`config.mk`:
```
export PLATFORM = sky130hd
export DESIGN_NAME = aclk_time_setter
export DESIGN_NICKNAME = d
export VERILOG_FILES = /design/src/rtl/aclk_pkg.sv /design/src/rtl/aclk_btn_rep.sv /design/src/rtl/aclk_time_setter.sv
export SDC_FILE = /design/constraint.sdc
export NUM_CORES = 1
export LEC_CHECK = 0
export BUFFER_PORTS_ARGS = -buffer_cell sky130_fd_sc_hd__buf_2
export CORE_ASPECT_RATIO = 2
export CORE_MARGIN = 1
export CORE_UTILIZATION = 28
export CTS_CLUSTER_SIZE = 28
export DETAILED_ROUTE_END_ITERATION = 7
export PLACE_DENSITY = 0.42
export SKIP_LAST_GASP = 1
export SLEW_MARGIN = 20
export SYNTH_ARGS = -nofsm -noshare
export SYNTH_HDL_FRONTEND = slang
export SYNTH_HIERARCHICAL = 1
export SYNTH_SLANG_ARGS = --single-unit
```
`constraint.sdc`:
```
create_clock -name clk -period 4.2 [get_ports clk]
set_input_delay 0.21 -clock clk [delete_from_list [all_inputs] [get_ports clk]]
set_output_delay 0.21 -clock clk [all_outputs]
set_load 0.005 [all_outputs]
```
`src/rtl/aclk_pkg.sv`:
```
// rtl/aclk_pkg.sv - shared state, digit-limit and digit-select definitions for the aclock time setter
package aclk_pkg;

  localparam logic [2:0] ST_IDLE    = 3'd0;
  localparam logic [2:0] ST_EDIT_H1 = 3'd1;
  localparam logic [2:0] ST_EDIT_H0 = 3'd2;
  localparam logic [2:0] ST_EDIT_M1 = 3'd3;
  localparam logic [2:0] ST_EDIT_M0 = 3'd4;
  localparam logic [2:0] ST_LOAD    = 3'd5;

  localparam logic [1:0] H1_MAX    = 2'd2;
  localparam logic [3:0] H0_MAX    = 4'd9;
  localparam logic [3:0] H0_MAX_20 = 4'd3;
  localparam logic [3:0] M1_MAX    = 4'd5;
  localparam logic [3:0] M0_MAX    = 4'd9;

  typedef enum logic [1:0] {
    DIG_H1 = 2'd0,
    DIG_H0 = 2'd1,
    DIG_M1 = 2'd2,
    DIG_M0 = 2'd3
  } digit_sel_e;

  typedef struct packed {
    logic [1:0] h1;
    logic [3:0] h0;
    logic [3:0] m1;
    logic [3:0] m0;
  } hhmm_t;

  // Out-of-range digits collapse to 0, including hour units above 3 in the 20s.
  function automatic hhmm_t clamp_hhmm(input hhmm_t t);
    hhmm_t r;
    r = t;
    if (r.h1 > H1_MAX) r.h1 = '0;
    if (r.h0 > H0_MAX) r.h0 = '0;
    if ((r.h1 == H1_MAX) && (r.h0 > H0_MAX_20)) r.h0 = '0;
    if (r.m1 > M1_MAX) r.m1 = '0;
    if (r.m0 > M0_MAX) r.m0 = '0;
    return r;
  endfunction

  function automatic hhmm_t inc_digit(input hhmm_t t, input digit_sel_e sel);
    hhmm_t r;
    r = t;
    case (sel)
      DIG_H1: begin
        r.h1 = (t.h1 >= H1_MAX) ? 2'd0 : t.h1 + 2'd1;
        if ((r.h1 == H1_MAX) && (r.h0 > H0_MAX_20)) r.h0 = '0;
      end
      DIG_H0: r.h0 = (t.h0 >= ((t.h1 == H1_MAX) ? H0_MAX_20 : H0_MAX)) ? 4'd0 : t.h0 + 4'd1;
      DIG_M1: r.m1 = (t.m1 >= M1_MAX) ? 4'd0 : t.m1 + 4'd1;
      default: r.m0 = (t.m0 >= M0_MAX) ? 4'd0 : t.m0 + 4'd1;
    endcase
    return r;
  endfunction

  function automatic digit_sel_e state_digit(input logic [2:0] st);
    case (st)
      ST_EDIT_H0: return DIG_H0;
      ST_EDIT_M1: return DIG_M1;
      ST_EDIT_M0: return DIG_M0;
      default:    return DIG_H1;
    endcase
  endfunction

  function automatic logic [2:0] next_edit(input logic [2:0] st);
    case (st)
      ST_EDIT_H1: return ST_EDIT_H0;
      ST_EDIT_H0: return ST_EDIT_M1;
      ST_EDIT_M1: return ST_EDIT_M0;
      ST_EDIT_M0: return ST_LOAD;
      default:    return ST_IDLE;
    endcase
  endfunction

endpackage

```
`src/rtl/aclk_btn_rep.sv`:
```
// rtl/aclk_btn_rep.sv - rising-edge press detector with optional hold-to-repeat events
module aclk_btn_rep #(
  parameter bit REPEAT_EN  = 1'b0,
  parameter int REPEAT_DLY = 50,
  parameter int REPEAT_PER = 10
) (
  input  logic clk,
  input  logic reset,
  input  logic btn,
  output logic evt
);

  localparam int CW = $clog2(REPEAT_DLY + REPEAT_PER + 1);
  localparam logic [CW-1:0] FIRE = CW'(REPEAT_DLY);
  localparam logic [CW-1:0] WRAP = CW'(REPEAT_DLY + REPEAT_PER - 1);

  logic          prev_q, prev_d;
  logic [CW-1:0] cnt_q, cnt_d;

  // cnt_q holds how many cycles the button was already high before this one;
  // once past the initial delay it cycles FIRE..WRAP so FIRE recurs every period.
  always_comb begin
    prev_d = btn;
    cnt_d  = '0;
    if (btn) cnt_d = (cnt_q == WRAP) ? FIRE : cnt_q + CW'(1);
  end

  assign evt = btn && (!prev_q || (REPEAT_EN && (cnt_q == FIRE)));

  always_ff @(posedge clk or negedge reset) begin
    if (!reset) begin
      prev_q <= 1'b0;
      cnt_q  <= '0;
    end else begin
      prev_q <= prev_d;
      cnt_q  <= cnt_d;
    end
  end

endmodule

```
`src/rtl/aclk_time_setter.sv`:
```
// rtl/aclk_time_setter.sv - button-driven HH:MM digit editor issuing aclock time/alarm loads
module aclk_time_setter
  import aclk_pkg::*;
#(
  parameter int TIMEOUT_CYC = 1000,
  parameter int REPEAT_DLY  = 50,
  parameter int REPEAT_PER  = 10
) (
  input  logic       clk,
  input  logic       reset,
  input  logic       btn_time,
  input  logic       btn_alarm,
  input  logic       btn_inc,
  input  logic       btn_next,
  input  logic       btn_cancel,
  input  logic [1:0] cur_H1,
  input  logic [3:0] cur_H0,
  input  logic [3:0] cur_M1,
  input  logic [3:0] cur_M0,
  output logic [1:0] H_in1,
  output logic [3:0] H_in0,
  output logic [3:0] M_in1,
  output logic [3:0] M_in0,
  output logic       LD_time,
  output logic       LD_alarm,
  output logic       edit_active,
  output logic       edit_alarm,
  output logic [1:0] edit_digit
);

  localparam int TO_W = $clog2(TIMEOUT_CYC + 1);
  localparam logic [TO_W-1:0] TO_LAST = TO_W'(TIMEOUT_CYC - 1);

  logic ev_time, ev_alarm, ev_inc, ev_next, ev_cancel, ev_press;

  aclk_btn_rep #(.REPEAT_EN(1'b0), .REPEAT_DLY(REPEAT_DLY), .REPEAT_PER(REPEAT_PER))
    u_rep_time   (.clk(clk), .reset(reset), .btn(btn_time),   .evt(ev_time));
  aclk_btn_rep #(.REPEAT_EN(1'b0), .REPEAT_DLY(REPEAT_DLY), .REPEAT_PER(REPEAT_PER))
    u_rep_alarm  (.clk(clk), .reset(reset), .btn(btn_alarm),  .evt(ev_alarm));
  aclk_btn_rep #(.REPEAT_EN(1'b1), .REPEAT_DLY(REPEAT_DLY), .REPEAT_PER(REPEAT_PER))
    u_rep_inc    (.clk(clk), .reset(reset), .btn(btn_inc),    .evt(ev_inc));
  aclk_btn_rep #(.REPEAT_EN(1'b0), .REPEAT_DLY(REPEAT_DLY), .REPEAT_PER(REPEAT_PER))
    u_rep_next   (.clk(clk), .reset(reset), .btn(btn_next),   .evt(ev_next));
  aclk_btn_rep #(.REPEAT_EN(1'b0), .REPEAT_DLY(REPEAT_DLY), .REPEAT_PER(REPEAT_PER))
    u_rep_cancel (.clk(clk), .reset(reset), .btn(btn_cancel), .evt(ev_cancel));

  assign ev_press = ev_time | ev_alarm | ev_inc | ev_next | ev_cancel;

  logic [2:0]      state_q, state_d;
  hhmm_t           dig_q, dig_d;
  hhmm_t           shadow_q, shadow_d;
  hhmm_t           hin_q, hin_d;
  logic            alarm_q, alarm_d;
  logic [TO_W-1:0] to_q, to_d;
  logic            ld_time_q, ld_time_d, ld_alarm_q, ld_alarm_d;
  logic            active_q, active_d;
  logic [1:0]      digit_q, digit_d;

  always_comb begin
    state_d  = state_q;
    dig_d    = dig_q;
    shadow_d = shadow_q;
    alarm_d  = alarm_q;
    to_d     = to_q;
    case (state_q)
      ST_IDLE: begin
        if (ev_time) begin
          dig_d   = clamp_hhmm({cur_H1, cur_H0, cur_M1, cur_M0});
          alarm_d = 1'b0;
          to_d    = '0;
          state_d = ST_EDIT_H1;
        end else if (ev_alarm) begin
          dig_d   = shadow_q;
          alarm_d = 1'b1;
          to_d    = '0;
          state_d = ST_EDIT_H1;
        end
      end
      ST_EDIT_H1, ST_EDIT_H0, ST_EDIT_M1, ST_EDIT_M0: begin
        if (ev_cancel)    state_d = ST_IDLE;
        else if (ev_next) state_d = next_edit(state_q);
        else if (ev_inc)  dig_d   = inc_digit(dig_q, state_digit(state_q));
        // Inactivity abort behaves exactly like cancel: no load, shadow untouched.
        if (ev_press)               to_d    = '0;
        else if (to_q == TO_LAST)   state_d = ST_IDLE;
        else                        to_d    = to_q + TO_W'(1);
      end
      ST_LOAD: begin
        if (alarm_q) shadow_d = dig_q;
        state_d = ST_IDLE;
      end
      default: state_d = ST_IDLE;
    endcase
  end

  // Status outputs are decoded from the next state so they line up with state_q.
  always_comb begin
    hin_d      = dig_q;
    ld_time_d  = (state_d == ST_LOAD) && !alarm_d;
    ld_alarm_d = (state_d == ST_LOAD) && alarm_d;
    active_d   = (state_d == ST_EDIT_H1) || (state_d == ST_EDIT_H0) ||
                 (state_d == ST_EDIT_M1) || (state_d == ST_EDIT_M0);
    digit_d    = active_d ? state_digit(state_d) : DIG_H1;
  end

  always_ff @(posedge clk or negedge reset) begin
    if (!reset) begin
      state_q    <= ST_IDLE;
      dig_q      <= '0;
      shadow_q   <= '0;
      hin_q      <= '0;
      alarm_q    <= 1'b0;
      to_q       <= '0;
      ld_time_q  <= 1'b0;
      ld_alarm_q <= 1'b0;
      active_q   <= 1'b0;
      digit_q    <= '0;
    end else begin
      state_q    <= state_d;
      dig_q      <= dig_d;
      shadow_q   <= shadow_d;
      hin_q      <= hin_d;
      alarm_q    <= alarm_d;
      to_q       <= to_d;
      ld_time_q  <= ld_time_d;
      ld_alarm_q <= ld_alarm_d;
      active_q   <= active_d;
      digit_q    <= digit_d;
    end
  end

  assign H_in1       = hin_q.h1;
  assign H_in0       = hin_q.h0;
  assign M_in1       = hin_q.m1;
  assign M_in0       = hin_q.m0;
  assign LD_time     = ld_time_q;
  assign LD_alarm    = ld_alarm_q;
  assign edit_active = active_q;
  assign edit_alarm  = alarm_q;
  assign edit_digit  = digit_q;

endmodule
```
* Yosys cells after proc, flatten, opt, wreduce, memory -nomap -nowiden *
Cells that the tools add are included.

storage, ports and cells
  bits in read-only memories = 0
  RAM bits = 0
  bits of input ports = 21
  memories kept = 0
  output and inout port bits = 20
  logic and storage cells = 153
  bits in latches = 0
  flip-flop bits (word level) = 72

operators by class
  reduce and logical (&&, ||, !) cells = 30
  equality and inequality tests = 28
  order comparisons = 10
  bitwise operators = 4
  div/mod/pow operators = 0
  shift-type cells = 0
  multipliers = 0
  add/sub/neg operators = 6
  multiplexer cells = 50

operator list
  kind                     count
  $mux W14                 5
  $mux W4                  13
  $mux W10                 4
  $pmux W14 S2             1
  $mux W2                  10
  $pmux W10 S2             1
  $mux W3                  6
  $reduce_and A6 Y1        3
  $add A4 B1 Y4 const B    3
  $eq A3 B2 Y1 const B     4
  $eq A3 B3 Y1 const B     4
  $eq A6 B6 Y1 const B     2
  $mux W6                  2
  $pmux W2 S3              2
  $pmux W3 S4              1
  $add A10 B1 Y10 const B  1
  $eq A10 B10 Y1 const B   1
  $logic_and A1 B1 Y1      9
  $ne A3 B3 Y1 const B     3
  $eq A2 B2 Y1 const B     4
  $gt A4 B2 Y1 const B     2
  $gt A4 B4 Y1 const B     2
  $ne A2 B2 Y1 const B     4
  $pmux W4 S2              1
  25 further kinds         40

* Longest topological paths before layout *
Gate-level depths: netlist of run 1.

  depth in word-level cells = 14
  depth in mapped cells = 10
  mapped depth without buffers = 8

* Cells and area by module *
The synthesis of run 1 kept the hierarchy.

modules (own cells, without submodules)
  module                           area an instance (sq um)  cells each  times used
  aclk_time_setter                 3195.6                    321         1
  aclk_btn_rep at u_rep_inc        342.8                     30          1
  aclk_btn_rep at u_rep_alarm ...  38.8                      2           4

* Worst setup path before layout of run 1 *
Ideal clock, no wire load.

  kind = register to register
  from = register u_rep_inc.cnt_q[2]
  to = register dig_q[3] (netlist name)
  stages on the path, launching flop included = 8
  clock period less this slack = 2.363 ns
  setup slack = 1.837 ns
  data required time = 4.127 ns
  arrival time = 2.290 ns
  path buffers = 0
  setup time = 0.073 ns
  path through = dfrtp_1 -> and3b_1 -> nand3b_1 -> a21boi_0 -> or3b_4 -> a2111oi_4 -> a21boi_2 -> a2bb2oi_2

between the ends
  longest elaborated chain between the ends = 5

RTL lines
  item                                RTL line                 source
  from (decl)                         aclk_btn_rep.sv:18       logic [CW-1:0] cnt_q, cnt_d;
  from (signal assigned)              aclk_btn_rep.sv:36       cnt_q <= cnt_d;
  $eq A6 B6 Y1                        aclk_btn_rep.sv:28       assign evt = btn && (!prev_q || (REPEAT_EN && (cnt_q == FIRE)));
  $logic_or A1 B1 Y1                  aclk_btn_rep.sv:28
  $logic_and A1 B1 Y1                 aclk_btn_rep.sv:28
  net ev_inc                          aclk_time_setter.sv:34   logic ev_time, ev_alarm, ev_inc, ev_next, ev_cancel, ev_press;
  $ne A2 B2 Y1 (no source line)       n/a
  $reduce_and A6 Y1 (no source line)  n/a
  to (signal assigned)                aclk_time_setter.sv:120  dig_q <= dig_d;
  to (decl)                           aclk_time_setter.sv:50   hhmm_t dig_q, dig_d;

The timed path passes the listed nets, and every way through them passes these cells.
A chain may end at the register's enable or synchronous reset.

* Final worst setup path of run 1 *
Same ends and word-level chain as after synthesis.

==> results.yml, run 1 <==
clock_network:
  clockRootBuffer: "clkbuf_16"
  cts_resized: 0
  cts.path.max_buffers: 2
  clkTransAtPathRegs_ps: 60
  numCtsBuffers: 9
  htreeDepth: 3
  insertion_delay_ps: 330
  cts_tree: "yes"
  cts_sinks: 72
worst_setup_path:
  reg2reg_setup_slack_ps: 1540
  arrival_ps: 2920
  cp-start-kind: "flop"
  reg2reg_depth: 7
  critPathKind: "reg -> reg"
  critPathCaptureType: "flop"
  r2r_end: "dig_q[3]"
  r2r_start: "u_rep_inc/cnt_q[2]"
  required_ps: 4460
  critPathMaxFanout: 8
power_and_ir_drop:
  powerDensity_mw_per_mm2: 636.1
  p_leak_uw: 0.001928
  ir_worst_vdd_v: 0.0002871
  power_uw: 2787
drt:
  vias: 2844
  drtIter0Drc: 132
  routed_wl_um: 9286
  drtAntennaViolNets: 0
  drc: 0
  dr.pass1.iters: 4
  wire_per_inst_um: 16.67
  vias_per_cell: 5.106
sta:
  relSlewSlack_pct: 35.93
  slew_viol_final: 0
  rsz0062_at_grt: "no"
  setup_viol: 0
  worst_pin_slew_ps: 961.1
  max_freq_mhz: 375.6
  final_hold_viol_count: 0
  finClkSkew_ps: 8.363
  finalCriticalPeriod_ps: 2662
  period_share_pct: 63.39
  fin_setup_tns_ps: 0
synthesis:
  synthArstFlopShare_pct: 100.0
  yosys-top-cells-area: "dfrtp_1 49%, ha_1 4.1%, mux2_2 3.0%, nand2_1 2.8%, o21ai_0 2.7%"
  synth_cells: 359
  synthFlopType: "dfrtp_1"
  synth_most_common_cell: "dfrtp_1"
  netlist_area_sq_mm: 0.003694
  synthesis.nets: 392
  synth_enable_flop_cells: 0
  yosys.area.top_type_share_pct: 48.78
  synth_warnings: 6
  synth_commonest_cells: "72 x dfrtp_1, 28 x nand2_1, 23 x inv_1"
  synth.ff_latch_count: 72
  synth.distinct_cells: 64
  yosysSeqAreaShare_pct: 48.78
  synth_top_cell_by_area: "dfrtp_1"
  postSynthAreaPerCell_sq_um: 10.29
cells_and_area:
  drive_gt1_share_pct: 20.49
  nets: 433
  n_antenna_cell: 0
  area_delta_synth_final_pct: 18.63
floorplan:
  design.die.area_sq_mm: 0.01368
  initial_core_util_pct: 28.59
  die_x_um: 83.22
  die_height_um: 164.4
  io_pins: 41
  rows: 59
  core_region_area_sq_mm: 0.01292
place:
  gp_congestion: 0.7520
  port_buffers: 40
  post-dp-hpwl_um: 6551
global_routing:
  grt_usage_pct: 14.51
  grt_pass1_wl_um: 15340
  grt_pass1_vias: 2903
  grt-ovfl-total: 0
  antenna_found_initial: 0
  grt_max_degree: 73
status:
  status: "finished clean"
run:
  maxCapViolCount: 0
worst_hold_path:
  hp-class: "in -> async"
how the worst max path moves through the flow:
stage	start	to	slack (ps)	cells past startpoint
global placement	u_rep_inc/cnt_q[2]	dig_q[3]	1590	7
global route	u_rep_inc/cnt_q[2]	dig_q[2]	1330	7
CTS	u_rep_inc/cnt_q[2]	dig_q[3]	1500	7
floorplan	u_rep_inc/cnt_q[2]	dig_q[3]	1840	7
detailed placement	u_rep_inc/cnt_q[2]	dig_q[2]	1510	7
finish	u_rep_inc/cnt_q[2]	dig_q[3]	1540	7
kinds of logic (layout without fill, tap and decap cells):
family / Yosys count / count (layout) / synth area share, %
DFF: 72 / 72 / 48.78
xor gates and xnor gates: 4 / 4 / 0.9487
AOI/OAI and AO/OA: 100 / 100 / 18.80
adders and majority gates: 12 / 12 / 4.065
muxes: 17 / 17 / 4.946
and+or+nand+nor: 117 / 117 / 18.39
buffers and inverters: 37 / 83 / 4.065
per-stage QoR:
stage               area (sq um)  cells  utilization (%)  setup slack [ps]  hold slack (ps)
floorplan                   3694    359                -              1837           -85.59
global placement            4030    538            31.20              1589            336.9
detailed placement          4030    538            31.20              1508            335.6
CTS                         4382    557            33.92              1497            3.225
global route                4382    557            33.92              1329            19.99
finish                      4382    557            33.92              1538            10.11
critical path, stage by stage, from the launching register on:
cell       delay, ps
dfrtp_1          410
and3b_1          270
nand3b_1          90
a21boi_0         380
or3b_4           470
a2111oi_4        570
a21boi_2         260
a2bb2oi_2        130
metal layers:
metal  part of all wire (%)  vias up  wire length (um)  GRT usage [%]
met5                      0        -                 0              0
met4                    2.1        0               194          6.270
met3                    2.2       14               206          2.299
met2                     55       40              5146          27.46
met1                     40     1398              3738          15.79
li1                       -     1392                 -              -
timing repair:
action | 4_1_cts | 5_1_grt
buffers inserted | 0 | 0
hold buffers | 3 | 0
endpoints found under the hold margin | 3 | 0
where the power goes:
| part | internal (uW) | switching (uW) | total (uW) |
|---|---|---|---|
| logic | 363 | 474 | 837 |
| clock network | 533 | 301 | 834 |
| registers | 886 | 229 | 1120 |
registers in the layout, indices dropped and copies added (netlist names):
register	flops
LD_alarm	1
u_rep_inc/prev_q	1
state_q	3
u_rep_time/prev_q	1
LD_time	1
u_rep_inc/cnt_q	6
H_in1	2
dig_q	14
u_rep_alarm/prev_q	1
edit_digit	2
M_in0	4
M_in1	4
edit_active	1
to_q	10
u_rep_cancel/prev_q	1
H_in0	4
u_rep_next/prev_q	1
shadow_q	14
edit_alarm	1
cells in the final DEF (no fill, tap or decap), types with 8 or more instances in the layout:
cell type / Yosys / final
nor2b_1: 8 / 8
nand2_1: 28 / 28
mux2_2: 10 / 10
a21oi_1: 18 / 18
ha_1: 12 / 12
clkbuf_16: 0 / 9
o21ai_0: 20 / 20
nand3_1: 12 / 12
nor3_1: 8 / 8
dfrtp_1: 72 / 72
nor2_1: 18 / 18
a31oi_1: 15 / 15
buf_2: 6 / 39
inv_1: 23 / 23
layout make-up:
class | count | area (sq um)
Clock buffer | 10 | 239.0
Clock inverter | 6 | 82.58
Fill cell | 1312 | 8537
Inverter | 23 | 86.33
Multi-Input combinational cell | 250 | 1742
Sequential cell | 72 | 1802
Tap cell | 152 | 190.2
Timing Repair Buffer | 44 | 240.2
No activity file was read; power rests on OpenSTA's default activity.
==> run 2: changes to the inputs <==
- clock period: 4.2 -> 2.65 ns (I/O delays scaled with it)
==> run 2 against run 1 <==
  * Die area unchanged
  * Clock skew down 0.88 ps
  * Final cell count up 2.3%
  * Flip-flop and latch count unchanged
  * Sequential share of layout area down 0.82 points
  * Combinational power up 77%
  * Routed wire length up 2.8%
  * Count of clock-buffer cells in the layout up 1
  * Largest power group unchanged
  * Highest routed layer unchanged
==> results.yml, run 2 (synthesized netlist as in run 1, its figures left out) <==
clock_network:
  cts.path.max_buffers: 2
  insertion_delay_ps: 330
  cts_sinks: 72
  clkTransAtPathRegs_ps: 60
  cts_tree: "yes"
  htreeDepth: 3
  clockRootBuffer: "clkbuf_16"
  numCtsBuffers: 9
sta:
  slew_viol_final: 0
  max_freq_mhz: 429.3
  rsz0062_at_grt: "no"
  whs_ps: 23.72
  finClkSkew_ps: 7.486
  relSlewSlack_pct: 35.49
  fin_setup_tns_ps: 0
  setup_viol: 0
  worst_pin_slew_ps: 967.7
  period_share_pct: 87.90
  final_hold_viol_count: 0
  finalCriticalPeriod_ps: 2329
worst_setup_path:
  crit_path_top_delay_cell: "a2111oi_4"
  arrival_ps: 2540
  path_buf_inv: 0
  critPathCaptureType: "flop"
  critical_path_depth: 7
  required_ps: 2860
  crit_family: "compound AO/OA/AOI/OAI gates"
  reg2reg_depth: 7
  worst_path_largest_cell_delay_ps: 460
  crit_chain: "and3b_1, nand3b_1, a21boi_1, or3b_4, a2111oi_4, a21boi_0, o2bb2ai_1"
  reg2reg_setup_slack_ps: 320
  cp-start-kind: "flop"
  critPathKind: "reg -> reg"
  critPathMaxFanout: 5
power_and_ir_drop:
  ir_worst_vdd_v: 0.0004261
  power_uw: 4480
  p_leak_uw: 0.001983
  powerDensity_mw_per_mm2: 1002
cells_and_area:
  design_area_sq_mm: 0.004471
  drive_gt1_share_pct: 22.49
  layout_common_cells: "72 x dfrtp_1, 39 x buf_2, 28 x nand2_1"
  area_delta_synth_final_pct: 21.04
  reg_top3: "dig_q (14), shadow_q (14), to_q (10)"
  nets: 446
  n_antenna_cell: 0
  final_common_cell: "dfrtp_1"
  fill_cells: 1301
place:
  place_area_sq_mm: 0.004113
  port_buffers: 40
  post-dp-hpwl_um: 6875
  gp_congestion: 0.8046
drt:
  routed_wl_um: 9542
  wire_per_inst_um: 16.74
  dr.pass1.iters: 4
  drtIter0Drc: 140
  vias: 2942
  drtAntennaViolNets: 0
  drc: 0
  vias_per_cell: 5.161
global_routing:
  grt_usage_pct: 15.02
  grt_pass1_vias: 3034
  grt_max_degree: 73
  grt-ovfl-total: 0
  grt_pass1_wl_um: 15970
  antenna_found_initial: 0
run:
  maxCapViolCount: 0
floorplan:
  design.die.area_sq_mm: 0.01368
  die_x_um: 83.22
  die_height_um: 164.4
  io_pins: 41
  rows: 59
  core_region_area_sq_mm: 0.01292
  initial_core_util_pct: 28.59
status:
  status: "finished clean"
worst_hold_path:
  whs_path_depth: 1
  hp-class: "in -> reg"
==> run 2: area by class of cell <==
class	instances	area [sq um]	area share (%)
Sequential cell	72	1802	40.30
Multi-Input combinational cell	250	1742	38.96
Timing Repair Buffer	57	342.8	7.669
Clock buffer	11	252.7	5.654
Tap cell	152	190.2	4.254
Inverter	23	86.33	1.931
Clock inverter	5	55.05	1.231
==> run 2: worst paths after layout <==
check                                    from                to
max in group asynchronous               reset      shadow_q[11]
min in group asynchronous               reset          LD_alarm
min reg2reg                          dig_q[2]          M_in0[2]
max reg2reg                u_rep_inc/cnt_q[2]          dig_q[2]
max                        u_rep_inc/cnt_q[2]          dig_q[2]
min                                   btn_inc  u_rep_inc/prev_q
==> run 2: routing by layer <==
metal	vias to the layer above	global-route usage [%]	share of wire, %	wire (um)
met5	-	0	0	0
met4	0	6.505	2.1	205
met3	13	2.599	2.8	263
met2	58	27.76	55	5216
met1	1449	16.78	40	3856
li1	1422	-	-	-
==> run 2: power by group <==
part           switching [uW]  leakage, uW  internal [uW]
Clock                     476     0.000148            777
Combinational             817     0.000895            661
Sequential                343     0.000940           1410
==> run 2: per-stage QoR <==
stage               setup WS (ps)  instances  util [%]
floorplan                   286.8        359         -
detailed placement          282.6        549     31.84
global route                80.80        570     34.61
finish                      320.8        570     34.61
CTS                         254.0        570     34.61
global placement            340.4        549     31.84
==> run 2: worst reg2reg max path: cells and delay by family (launching register included) <==
family | cells | cell delay (ps)
AO/OA/AOI/OAI | 4 | 1000
AND/OR/NAND/NOR | 3 | 800
flip-flops | 1 | 410
==> run 2: repair_timing <==
item,in CTS,in global routing
hold buffers,5,0
endpoints found under the hold margin,21,0
setup buffers,0,0
endpoints found under the setup margin,0,1
resized for setup,0,1
